## config.mk

```make
export PLATFORM = sky130hd
export DESIGN_NAME = pipe_stage_reg
export DESIGN_NICKNAME = d
export VERILOG_FILES = /design/src/rtl/pipe_stage_reg.sv
export SDC_FILE = /design/constraint.sdc
export NUM_CORES = 1
export LEC_CHECK = 0
export ABC_CLOCK_PERIOD_IN_PS = 4800
export BUFFER_PORTS_ARGS = -buffer_cell sky130_fd_sc_hd__clkbuf_2
export CORE_MARGIN = 10
export CORE_UTILIZATION = 59
export CTS_BUF_LIST = sky130_fd_sc_hd__clkbuf_2 sky130_fd_sc_hd__clkbuf_4 sky130_fd_sc_hd__clkbuf_8
export DETAILED_ROUTE_END_ITERATION = 8
export HOLD_SLACK_MARGIN = 0.08
export PLACE_DENSITY = 0.93
export SETUP_SLACK_MARGIN = 0.2
export SYNTH_ARGS = -nofsm -noshare
export SYNTH_HDL_FRONTEND = slang
export SYNTH_SLANG_ARGS = --single-unit
export TNS_END_PERCENT = 100
```

## constraint.sdc

```tcl
create_clock -name clk -period 4.8 [get_ports clk]
set_clock_uncertainty 0.05 [all_clocks]
set_input_delay 0.72 -clock clk [delete_from_list [all_inputs] [get_ports clk]]
set_output_delay 0.72 -clock clk [all_outputs]
set_load 0.005 [all_outputs]
```

## src/rtl/pipe_stage_reg.sv

```systemverilog
// Pipeline stage register with a valid/ready handshake and an optional 2-entry skid buffer.
// The control field is squashed on bubble or flush. Also reports occupancy and a saturating stall counter.
module pipe_stage_reg #(
  parameter int CTRL_W = 5,
  parameter int DATA_W = 106,
  parameter int SKID   = 1,
  parameter int CNT_W  = 16
) (
  input  logic              clk,
  input  logic              reset,
  input  logic              flush,
  input  logic              in_valid,
  output logic              in_ready,
  input  logic [CTRL_W-1:0] in_ctrl,
  input  logic [DATA_W-1:0] in_data,
  output logic              out_valid,
  input  logic              out_ready,
  output logic [CTRL_W-1:0] out_ctrl,
  output logic [DATA_W-1:0] out_data,
  output logic [1:0]        occupancy,
  output logic [CNT_W-1:0]  stall_cnt
);

  localparam logic [CNT_W-1:0] CNT_MAX = '1;

  logic              main_valid, main_valid_d;
  logic [CTRL_W-1:0] main_ctrl,  main_ctrl_d;
  logic [DATA_W-1:0] main_data,  main_data_d;
  logic              skid_valid, skid_valid_d;
  logic [CTRL_W-1:0] skid_ctrl,  skid_ctrl_d;
  logic [DATA_W-1:0] skid_data,  skid_data_d;
  logic              in_xfer;

  // With the skid buffer, in_ready comes straight from a flop, so it has no path from out_ready.
  generate
    if (SKID != 0) begin : g_skid_ready
      assign in_ready = ~skid_valid;
    end else begin : g_comb_ready
      assign in_ready = ~main_valid | out_ready;
    end
  endgenerate

  assign in_xfer = in_valid & in_ready;

  always_comb begin
    // NOTE: every next-state signal gets a default first, so no path through this block can infer a latch.
    main_valid_d = main_valid;
    main_ctrl_d  = main_ctrl;
    main_data_d  = main_data;
    skid_valid_d = skid_valid;
    skid_ctrl_d  = skid_ctrl;
    skid_data_d  = skid_data;
    if (flush) begin
      main_valid_d = 1'b0;
      main_ctrl_d  = '0;
      skid_valid_d = 1'b0;
      skid_ctrl_d  = '0;
    end else if (!main_valid || out_ready) begin
      // Main is empty or draining. The skid entry is older than any new input, so it goes first.
      if (skid_valid) begin
        main_valid_d = 1'b1;
        main_ctrl_d  = skid_ctrl;
        main_data_d  = skid_data;
        skid_valid_d = 1'b0;
        skid_ctrl_d  = '0;
      end else if (in_xfer) begin
        main_valid_d = 1'b1;
        main_ctrl_d  = in_ctrl;
        main_data_d  = in_data;
      end else begin
        main_valid_d = 1'b0;
        main_ctrl_d  = '0;
      end
    end else if (in_xfer && SKID != 0) begin
      skid_valid_d = 1'b1;
      skid_ctrl_d  = in_ctrl;
      skid_data_d  = in_data;
    end
  end

  always_ff @(posedge clk) begin
    // NOTE: sequential state uses non-blocking assignments, so every flop samples values from before the edge.
    if (reset) begin
      main_valid <= 1'b0;
      main_ctrl  <= '0;
      main_data  <= '0;
      skid_valid <= 1'b0;
      skid_ctrl  <= '0;
      skid_data  <= '0;
      occupancy  <= 2'd0;
    end else begin
      main_valid <= main_valid_d;
      main_ctrl  <= main_ctrl_d;
      main_data  <= main_data_d;
      skid_valid <= skid_valid_d;
      skid_ctrl  <= skid_ctrl_d;
      skid_data  <= skid_data_d;
      occupancy  <= {1'b0, main_valid_d} + {1'b0, skid_valid_d};
    end
  end

  // The stall counter survives flush and is cleared only by reset.
  always_ff @(posedge clk) begin
    if (reset) begin
      stall_cnt <= '0;
    end else if (main_valid && !out_ready && stall_cnt != CNT_MAX) begin
      stall_cnt <= stall_cnt + 1'b1;
    end
  end

  assign out_valid = main_valid;
  assign out_ctrl  = main_ctrl;
  assign out_data  = main_data;

endmodule
```

==> summary.md <==
| Metric | Value |
|---|---|
| Pre-antenna DRT Iters | `5` |
| CP cell instances | `nor2_1 > nor3_4 > buf_4 > nor2_1 > a211oi_1` |
| Crit path max-delay cell type | `dfxtp_4` |
| Setup Fix Bufs, Post-CTS | `0` |
| Min-Delay Path Class | `input port to register` |
| Initial DRC Count | `570` |
| Reported leakage power | `4.51 nW` |
| Die area | `roughly 22000 sq um` |
| Final worst slack | `2.33 ns` |
| P_sw | `0.00107 W` |
| FF-to-FF path depth | `5` |
| CP peak stage delay | `0.71 ns` |
| Placement Cell Area | `10900 sq um` |
| Rows | `46` |
| Die H | `148 um` |
| Largest fanout on the critical path | `90` |
| Setup violators final | `0` |
| Num CTS Buffers | `40` |
| Crit path to | `out_data[3]` |
| Slew margin rel. | `0.382` |
| YS warnings | `0` |
| Worst slew pin tran | `0.926 ns` |
| CTS tree | `yes` |
| Post-route ant nets | `0` |
| Die width | `148 um` |
| Port Buf Inserts | `246` |
| Final Hold Fails | `0` |
| H-tree lvl count | `2` |
| Core footprint | `approximately 16000 sq um` |
| # hold bufs at CTS | `0` |
| Pre-CTS setup slack | `1.96 ns` |
| Antenna Cells | `0` |
| GRT Total Usage | `0.230` |
| Syn nets | `roughly 1200` |
| Netlist cell types | `46` |
| Via count | `8536` |
| Layout fillers | `1147` |
| Max_cap viols | `0` |
| Fin crit share | `0.514` |
| Crit path arrival time | `around 2.8 ns` |
| Vias in the first global route | `between 8000 and 9000` |
| Initial antenna violation count | `1` |
| CP top delay family | `flip-flops` |
| Clock tree buffer depth | `3` |
| Cells after Synth | `1088` |
| Synth Cell Area | `9670 sq um` |
| Worst vdd ir | `between 0.3 and 0.4 mV` |
| Most frequent cells in the layout | `clkbuf_2, dfxtp_1, nand2_1` |
| Critical Path Stages | `5` |
| Sw Share | `0.237` |
| Starting Density | `0.604` |
| # DRC | `0` |
| Worst Setup SP | `skid_valid` |
| Post-CTS sizing | `0` |
| Setup TNS | `0 ns` |
| Clk_lat worst skew | `approximately 0.53 ns` |
| Min Tclk post-route | `2.47 ns` |
| Dpl hpwl | `about 17000 um` |
| Crit path top cell by count | `nor2_1` |
| Slack of the worst reg-to-reg path | `2.33 ns` |
| Reg2reg end | `out_data[3]` |
| Seq/Total Area, Yosys | `0.501` |
| WP buf/inv | `1` |
| Status | `complete, no violations` |
| Design Area, Final | `11800 sq um` |
| Overall Power | `0.00452 W` |
| RSZ-0062 raised after global routing | `false` |
| Root Buffer Master | `clkbuf_8` |
| Synth Flop Type | `dfxtp_1` |
| Final global-route overflow total | `0` |
| Clock share of power | `0.452` |
| Internal | `0.00345 W` |
| Comb power frac | `0.078` |
| Vias per Instance | `5.54` |
| Setup crit start kind | `register` |
| Most common cell after layout, fill and taps aside | `clkbuf_2` |
| Fraction of layout cells with a size suffix above 1 | `0.261` |
| Mean Syn Cell Area | `approximately 9 sq um` |
| Total Wirelength | `26600 um` |
| P&R area growth vs syn | `21.9%` |
| FFs w/ async S/R, synth | `0` |
| Drt wl/cell | `17.3 um` |
| CP required | `5.18 ns` |
| Net count, final | `1412` |
| Kind of critical path | `register to register` |
| CP Capture Type | `register` |
| I/O pin total | `~250` |
| Post-synthesis register bit count | `242` |
| First-pass GRT wire length | `42300 um` |
| Peak Freq | `405 MHz` |
| Post-synth EDFFs | `0` |
| Slew Viols, Final | `0` |
| CTS clock-pin slew for the worst setup and hold paths | `0.06 ns` |
| Largest net degree at the start of global routing | `123` |
| Routability congestion estimate | `slightly above 0.8` |
| Flop pwr share | `0.469` |
| FF-to-FF Start | `skid_valid` |
| PD cells | `384 nW/um^2` |
| Sink Count | `242` |
==> cell families (layout without fill, tap and decap cells) <==
logic type,after synthesis,count (layout),share of synthesized area
simple gates,386,386,0.170
flops,242,242,0.501
fa+ha+maj,2,2,0.00259
buf+inv,98,336,0.0467
mux,111,111,0.116
compound gates,249,249,0.164
==> synth_stat cells (6+ instances only) <==
master,number,area share
a211oi_1,113,0.088
a21oi_1,114,0.059
buf_2,27,0.014
buf_4,13,0.010
clkbuf_1,45,0.017
dfxtp_1,242,0.50
inv_1,7,0.0027
mux2i_1,106,0.11
nand2_1,216,0.084
nor2_1,124,0.048
nor2b_1,9,0.0058
nor4_1,6,0.0039
==> worst reg2reg max path: cells and delay by family (launching register included) <==
kind                   cells  cell delay (ns)
DFF                        1             0.71
buffers and inverters      1             0.70
and+or+nand+nor            3             0.63
AOI/OAI and AO/OA          1             0.27
==> final cells by class <==
cell class	count	area, sq um	share of cell area
flip-flops and latches	242	4850	0.411
repair buffers	255	1330	0.113
multi-input cells	748	4390	0.372
clock buffers	57	741	0.0628
well taps	216	270	0.0229
clock inverters	17	190	0.0161
inverters	7	26.3	0.00223
==> per-stage QoR <==
stage / hold slack [ns] / instances / utilization
after floorplan: 0.386 / 1088 / -
after global placement: 0.391 / 1468 / 0.679
after detailed placement: 0.396 / 1468 / 0.679
after CTS: 0.340 / 1542 / 0.737
after global routing: 0.341 / 1542 / 0.737
final: 0.364 / 1542 / 0.737
==> flip-flops by register name, summed over array words and instances, names as in the netlist <==
register and flops:
skid_valid 1, skid_data 106, skid_ctrl 5, out_data 106
stall_cnt 16, out_ctrl 5, out_valid 1, occupancy 2
==> power by group through the flow <==
| stage | clock (W) | sequential (W) | combinational, W |
|---|---|---|---|
| 3_5_place_dp | 0 | 0.00216 | 0.000352 |
| 6_report | 0.00205 | 0.00212 | 0.000355 |
| 4_1_cts | 0.00208 | 0.00212 | 0.000357 |
| 5_1_grt | 0.00217 | 0.00213 | 0.000396 |
| 2_1_floorplan | 0 | 0.00216 | 0.000182 |
| 3_3_place_gp | 0 | 0.00216 | 0.000340 |
==> worst min-delay path by stage <==
stage | from | to | slack, ns | depth (start not counted)
2_1_floorplan | skid_data[0] | skid_data[0] | 0.39 | 2
3_3_place_gp | skid_data[42] | skid_data[42] | 0.39 | 2
3_5_place_dp | skid_data[52] | skid_data[52] | 0.40 | 2
4_1_cts | in_data[54] | skid_data[54] | 0.34 | 3
5_1_grt | in_data[22] | skid_data[22] | 0.34 | 3
6_report | in_data[50] | skid_data[50] | 0.36 | 3
==> routing by layer <==
| metal | global-route usage | part of all wire | vias up |
|---|---|---|---|
| met4 | 0.0704 | 0.020 | 2 |
| li1 | - | - | 4204 |
| met1 | 0.258 | 0.40 | 3989 |
| met5 | 0 | 0.00049 | - |
| met2 | 0.389 | 0.49 | 295 |
| met3 | 0.0965 | 0.098 | 46 |
Note: power is estimated with default switching activity, not from simulation.
